--- config.mk ---
export PLATFORM = sky130hd
export DESIGN_NAME = pool_engine
export DESIGN_NICKNAME = d
export VERILOG_FILES = /design/src/rtl/pool_pkg.sv /design/src/rtl/pool_reduce.sv /design/src/rtl/pool_engine.sv
export SDC_FILE = /design/constraint.sdc
export NUM_CORES = 1
export LEC_CHECK = 0
export CAP_MARGIN = 20
export CORE_MARGIN = 4
export CORE_UTILIZATION = 45
export CTS_CLUSTER_DIAMETER = 200
export DETAILED_ROUTE_END_ITERATION = 16
export SETUP_SLACK_MARGIN = 0.5
export SLEW_MARGIN = 20
export SYNTH_ARGS = -nofsm -noshare
export SYNTH_HDL_FRONTEND = slang
export SYNTH_HIERARCHICAL = 1
export SYNTH_SLANG_ARGS = --single-unit
--- constraint.sdc ---
create_clock -name clk -period 11 [get_ports clk]
set_clock_uncertainty 0.1 [all_clocks]
set_input_delay 1.1 -clock clk [delete_from_list [all_inputs] [get_ports clk]]
set_output_delay 1.1 -clock clk [all_outputs]
set_load 0.005 [all_outputs]
--- src/rtl/pool_pkg.sv ---
// pool_pkg: FSM states, reduction mode encodings and log2 helper shared by the pooling stage
package pool_pkg;

    typedef enum logic [2:0] {IDLE, WAIT_BUF, FETCH, DRAIN, WRITE, DONE} state_t;

    localparam logic MODE_MAX = 1'b0;
    localparam logic MODE_AVG = 1'b1;

    function automatic int flog2(input int n);
        int r;
        r = 0;
        while ((1 << (r + 1)) <= n) r++;
        return r;
    endfunction

endpackage

--- src/rtl/pool_reduce.sv ---
// pool_reduce: running max / sum of one window; result already folds in the sample arriving this cycle
module pool_reduce
    import pool_pkg::*;
#(
    parameter int DATA_WIDTH  = 32,
    parameter int KERNEL_SIZE = 2
) (
    input  logic                  clk,
    input  logic                  reset,
    input  logic                  first,
    input  logic                  valid,
    input  logic                  mode,
    input  logic [DATA_WIDTH-1:0] data,
    output logic [DATA_WIDTH-1:0] result
);

    localparam int AW = DATA_WIDTH + 2 * $clog2(KERNEL_SIZE);
    localparam int SH = flog2(KERNEL_SIZE * KERNEL_SIZE);

    if ((1 << SH) != KERNEL_SIZE * KERNEL_SIZE) begin : g_bad_kernel
        $error("pool_reduce: average needs KERNEL_SIZE*KERNEL_SIZE to be a power of two");
    end

    logic signed [AW-1:0] acc, ext, nxt;

    // next accumulator value; the mean is a floor shift, exact after truncation to the input width
    always_comb begin
        ext    = {{(AW - DATA_WIDTH){data[DATA_WIDTH-1]}}, data};
        nxt    = first ? ext : (mode == MODE_AVG) ? acc + ext : (ext > acc) ? ext : acc;
        result = DATA_WIDTH'((mode == MODE_AVG) ? nxt >>> SH : nxt);
    end

    // accumulate each returning sample
    always_ff @(posedge clk) begin
        if (reset) acc <= '0;
        else if (valid) acc <= nxt;
    end

endmodule

--- src/rtl/pool_engine.sv ---
// pool_engine: KxK max/average pooling with ping-pong output banks; define POOL_RELU_EN to write negative results as 0
module pool_engine
    import pool_pkg::*;
#(
    parameter int DATA_WIDTH  = 32,
    parameter int IFM_SIZE    = 28,
    parameter int IFM_DEPTH   = 6,
    parameter int KERNEL_SIZE = 2,
    parameter int STRIDE      = 2,
    parameter int OFM_SIZE    = (IFM_SIZE - KERNEL_SIZE) / STRIDE + 1,
    parameter int ADDR_IN     = $clog2(IFM_DEPTH * IFM_SIZE * IFM_SIZE),
    parameter int ADDR_OUT    = $clog2(IFM_DEPTH * OFM_SIZE * OFM_SIZE)
) (
    input  logic                  clk,
    input  logic                  reset,
    input  logic                  start_from_previous,
    input  logic                  mode_avg,
    output logic                  ifm_enable_read,
    output logic [ADDR_IN-1:0]    ifm_address_read,
    input  logic [DATA_WIDTH-1:0] data_in,
    output logic                  end_to_previous,
    input  logic                  end_from_next,
    output logic                  ifm_enable_write_next,
    output logic [ADDR_OUT-1:0]   ifm_address_write_next,
    output logic [DATA_WIDTH-1:0] data_out,
    output logic                  start_to_next,
    output logic                  ifm_sel_next
);

    state_t                state;
    logic [15:0]           ch, orow, ocol, kr, kc, nch, norow, nocol;
    logic [ADDR_OUT-1:0]   wr_idx;
    logic [1:0]            free, nfree;
    logic                  avg_mode, rd_d, first_d, older;
    logic                  kend, last_k, last_col, last_row, last_win;
    logic [DATA_WIDTH-1:0] result, wdata;

    function automatic logic [ADDR_IN-1:0] win_addr(input logic [15:0] c, input logic [15:0] r, input logic [15:0] q);
        return ADDR_IN'(32'(c) * IFM_SIZE * IFM_SIZE + 32'(r) * STRIDE * IFM_SIZE + 32'(q) * STRIDE);
    endfunction

    pool_reduce #(.DATA_WIDTH(DATA_WIDTH), .KERNEL_SIZE(KERNEL_SIZE)) u_reduce (
        .clk    (clk),
        .reset  (reset),
        .first  (first_d),
        .valid  (rd_d),
        .mode   (avg_mode),
        .data   (data_in),
        .result (result)
    );

    // loop-end detection, next window position, bank free flags and write-stage value
    always_comb begin
        kend     = kc == 16'(KERNEL_SIZE - 1);
        last_k   = kend && (kr == 16'(KERNEL_SIZE - 1));
        last_col = ocol == 16'(OFM_SIZE - 1);
        last_row = orow == 16'(OFM_SIZE - 1);
        last_win = last_col && last_row && (ch == 16'(IFM_DEPTH - 1));
        nocol    = last_col ? 16'd0 : ocol + 16'd1;
        norow    = !last_col ? orow : last_row ? 16'd0 : orow + 16'd1;
        nch      = (last_col && last_row) ? ch + 16'd1 : ch;
        older    = (free == 2'b00) ? ifm_sel_next : free[0];
        nfree    = free | ((end_from_next && free != 2'b11) ? 2'b01 << older : 2'b00);
        nfree    = (state == DONE) ? nfree & ~(2'b01 << ifm_sel_next) : nfree;
`ifdef POOL_RELU_EN
        wdata    = result[DATA_WIDTH-1] ? '0 : result;
`else
        wdata    = result;
`endif
    end

    // job sequencer: window walk, read/write strobes, handshakes and bank selection
    always_ff @(posedge clk) begin
        if (reset) begin
            state                  <= IDLE;
            {ch, orow, ocol, kr, kc} <= '0;
            wr_idx                 <= '0;
            free                   <= 2'b11;
            {avg_mode, rd_d, first_d} <= '0;
            ifm_enable_read        <= 1'b0;
            ifm_address_read       <= '0;
            ifm_enable_write_next  <= 1'b0;
            ifm_address_write_next <= '0;
            data_out               <= '0;
            end_to_previous        <= 1'b0;
            start_to_next          <= 1'b0;
            ifm_sel_next           <= 1'b0;
        end else begin
            free    <= nfree;
            rd_d    <= ifm_enable_read;
            first_d <= ifm_enable_read && kr == 16'd0 && kc == 16'd0;
            case (state)
                IDLE: if (start_from_previous) begin
                    avg_mode         <= mode_avg;
                    {ch, orow, ocol, kr, kc} <= '0;
                    wr_idx           <= '0;
                    ifm_address_read <= '0;
                    ifm_enable_read  <= free[ifm_sel_next];
                    state            <= free[ifm_sel_next] ? FETCH : WAIT_BUF;
                end
                WAIT_BUF: if (free[ifm_sel_next]) begin
                    ifm_enable_read <= 1'b1;
                    state           <= FETCH;
                end
                FETCH: begin
                    kc               <= kend ? 16'd0 : kc + 16'd1;
                    kr               <= last_k ? 16'd0 : kend ? kr + 16'd1 : kr;
                    ifm_address_read <= ifm_address_read + (kend ? ADDR_IN'(IFM_SIZE - KERNEL_SIZE + 1) : ADDR_IN'(1));
                    if (last_k) begin
                        ifm_enable_read <= 1'b0;
                        state           <= DRAIN;
                    end
                end
                DRAIN: begin
                    ifm_enable_write_next  <= 1'b1;
                    ifm_address_write_next <= wr_idx;
                    data_out               <= wdata;
                    wr_idx                 <= wr_idx + 1'b1;
                    state                  <= WRITE;
                end
                WRITE: begin
                    ifm_enable_write_next <= 1'b0;
                    if (last_win) begin
                        end_to_previous <= 1'b1;
                        start_to_next   <= 1'b1;
                        state           <= DONE;
                    end else begin
                        ch               <= nch;
                        orow             <= norow;
                        ocol             <= nocol;
                        ifm_address_read <= win_addr(nch, norow, nocol);
                        ifm_enable_read  <= 1'b1;
                        state            <= FETCH;
                    end
                end
                DONE: begin
                    end_to_previous <= 1'b0;
                    start_to_next   <= 1'b0;
                    ifm_sel_next    <= ~ifm_sel_next;
                    state           <= IDLE;
                end
                default: state <= IDLE;
            endcase
        end
    end

endmodule
==> summary.md <==
| Metric | Value |
|---|---|
| Outcome | finished, final reports clean |
| Core Box Area | 32700 sq um |
| Worst slew pin tran | ~1.0 ns |
| Net Count, Synth | around 2200 |
| CP arrival | 8.42 ns |
| Syn Area/Cell | ~7.5 sq um |
| Initial antenna violation count | 3 |
| Endpoint type of the worst setup path | flip-flop |
| Worst hold slack | about 0.36 ns |
| Initial core utilization | 0.458 |
| Pleak | around 6.5 nW |
| Vias per inst | about 5.7 |
| Register area share after synthesis | 0.258 |
| Final Cycle Share | 0.744 |
| Hold Crit Start | data_out[19] |
| Clock latency on the worst-skew pair | 0.46 ns |
| CTS Hold Bufs | 0 |
| Critical path startpoint category | flip-flop |
| Post-synthesis cell type count | 95 |
| Yosys Warn Count | 6 |
| Maximum achievable frequency | around 0.12 GHz |
| Post-synthesis register bit count | slightly below 200 |
| Final slew viol count | 0 |
| R2r startpoint | ocol[0] |
| DIE HEIGHT | about 190 um |
| Post_cts resized | 0 |
| Routability congestion estimate | a little over 0.9 |
| Cell count after synthesis | ~2000 |
| Setup repair after global routing missed its margin | false |
| Slowest library cell on the worst path | a21oi_1 |
| Final core utilization | 0.515 |
| Die Width | about 190 um |
| Clock root cell | clkbuf_16 |
| Area growth, synth to finish | 12.6% |
| Power Density | roughly 130 nW/um^2 |
| R2R setup slack | between 2 and 3 ns |
| Post-layout minimum cycle time | ~8 ns |
| Max-cap viol count | 0 |
| DRT Wirelength | about 43000 um |
| Drt drc | 0 |
| Die area | roughly 36000 sq um |
| Clk sinks | between 150 and 200 |
| Critical path peak fanout | 10 |
| CTS max path bufs | 2 |
| Final hold viol count | 0 |
| Port-buffer cells | between 90 and 100 |
| Cell depth of the worst hold path | 2 |
| Htree depth | 4 |
| Worst min-delay path class | flip-flop to flip-flop |
| Nets | ~2200 |
| Global-route wire length before repair | approximately 70000 um |
| Setup TNS | 0 ns |
| VDD IR-drop max | between 100 and 150 uV |
| Cts bufs inserted | 17 |
| Number of global-route vias before repair | between 10000 and 15000 |
| GRT Residual Overflow | 0 |
| Filler cells | approximately 3300 |
| Post-Syn Area | 15000 sq um |
| Setup ws final | 2.81 ns |
| Synth top area share | 0.258 |
| Fraction of layout instances using a drive strength above 1 | 0.0434 |
| Synth Flop Type | dfxtp_1 |
| CP max stage delay | ~0.63 ns |
| Total track usage | 0.236 |
| Via count | about 14000 |
| Reg2reg end | ifm_address_read[12] |
| Placed insts | approximately 2500 |
| Number of synthesized flops with an enable pin | 0 |
| Non-filler cells, final | 2493 |
| Final setup violating endpoints | 0 |
| Ys async rst share | 0 |
| R2R cell count | 30 |
| DR WL/cell | 17.3 um |
| Post-placement worst setup slack | 2.74 ns |
| Synth area leaders | dfxtp_1 (26%), ha_1 (9.6%), a21oi_1 (7.1%), nor2_1 (6.2%), nand2_1 (5.7%) |
| Drt first-iter violations | approximately 970 |
| ANT nets after route | 0 |
| Detailed-placement wirelength estimate | 31000 um |
| Hold endpoint | data_out[19] |
| Row cnt | 66 |
| Setup Buffers After CTS | 0 |
| Drt pass-1 iters | 8 |
| I/O pin count | just under 100 |
| Worst endpoint required time | about 11 ns |
| WS Path Type | flip-flop to flip-flop |
| Slew margin rel. | 0.309 |
| Largest net degree at the start of global routing | around 110 |
| Area leader, netlist | dfxtp_1 |
| CTS tree | yes |
| Top cell by count, worst path | xnor2_1 |
| Clk pin slew, worst setup/hold paths | about 0.09 ns |
## kinds of logic (layout without fill, tap and decap cells)
| family | after synthesis | in the layout | share of synthesized area |
|---|---|---|---|
| multiplexers | 11 | 11 | 0.00744 |
| adder cells (fa/ha/maj) | 146 | 146 | 0.138 |
| AO/OA/AOI/OAI | 551 | 551 | 0.231 |
| XOR/XNOR | 106 | 106 | 0.0676 |
| AND/OR/NAND/NOR | 747 | 747 | 0.232 |
| flip-flops | 193 | 193 | 0.258 |
| other | 0 | 1 | 0 |
| buffers and inverters | 254 | 296 | 0.0658 |
## layout make-up
cell class | count | area, sq um | area share
Timing Repair Buffer | 112 | 1080 | 0.0644
Sequential cell | 193 | 3870 | 0.230
Clock buffer | 17 | 425 | 0.0252
Inverter | 152 | 571 | 0.0339
Antenna cell | 1 | 2.50 | 0.000148
Multi-Input combinational cell | 1561 | 10100 | 0.601
Clock inverter | 15 | 223 | 0.0132
Tap cell | 442 | 553 | 0.0328
## cell usage after synthesis (all sizes together) (16+ instances only)
cell type  instances
xnor2             67
a211oi            27
nand2b            19
clkbuf            83
fa                31
inv              150
a22oi             34
dfxtp            193
o21ai            105
buf               19
ha               115
nand3             59
and3              30
nor2             249
a311oi            17
a21oi            212
a21o              17
a31oi             29
nor4              26
or3               16
nand4             21
xor2              36
nand2            227
nor3              46
## critical path, delay by kind of cell, from the launching register on
kind            cells  cell delay (ns)
buf+inv             4             0.39
fa+ha+maj           7             2.58
xor+xnor           10             2.07
compound gates      5             1.35
simple gates        4             1.08
flops               1             0.49
## metrics by stage
step | instance area, sq um | total power [mW]
after CTS | 16800 | 2.22
final | 16900 | 2.21
after floorplan | 15000 | 1.31
after global placement | 16200 | 1.52
after global routing | 16900 | 2.34
after detailed placement | 16200 | 1.52
## sequential cells by signal, indices dropped and copies added, names as in the netlist
signal	cells
start_to_next	1
wr_idx	11
first_d	1
ocol	16
rd_d	1
kr	16
ch	16
ifm_address_write_next	11
avg_mode	1
orow	16
data_out	32
ifm_address_read	13
ifm_enable_write_next	1
ifm_enable_read	1
kc	16
free	2
state	3
u_reduce/acc	34
ifm_sel_next	1
## layer usage
layer | part of all wire | global-route usage | vias up
li1 | - | - | 7084
met1 | 0.46 | 0.321 | 6695
met2 | 0.46 | 0.385 | 420
met3 | 0.056 | 0.0394 | 65
met4 | 0.022 | 0.0773 | 4
met5 | 0.00063 | 0 | -
## worst max-delay path by stage
stage                            to     from  slack [ns]  cells after the start
4_1_cts        ifm_address_read[12]  ocol[0]        2.70                     30
6_report       ifm_address_read[12]  ocol[0]        2.81                     30
3_3_place_gp   ifm_address_read[12]  ocol[0]        2.88                     30
5_1_grt        ifm_address_read[12]  ocol[0]        2.04                     30
2_1_floorplan  ifm_address_read[12]  ocol[0]        3.50                     31
3_5_place_dp   ifm_address_read[12]  ocol[0]        2.74                     30
## cells in the final DEF (no fill, tap or decap), drive strengths merged, types with 46 or more instances in the layout
cell	count
o21ai	105
nand2	227
inv	158
clkdlybuf4s50	96
nand3	59
a21oi	212
dfxtp	193
ha	115
nor3	46
xnor2	67
nor2	249
## report_power, final
group	switching, mW	leakage, nW	total, mW	internal [mW]
combinational	0.493	4.66	0.753	0.260
sequential	0.0310	1.56	0.761	0.730
clock	0.355	0.305	0.694	0.339
No activity file was read; power rests on OpenSTA's default activity.
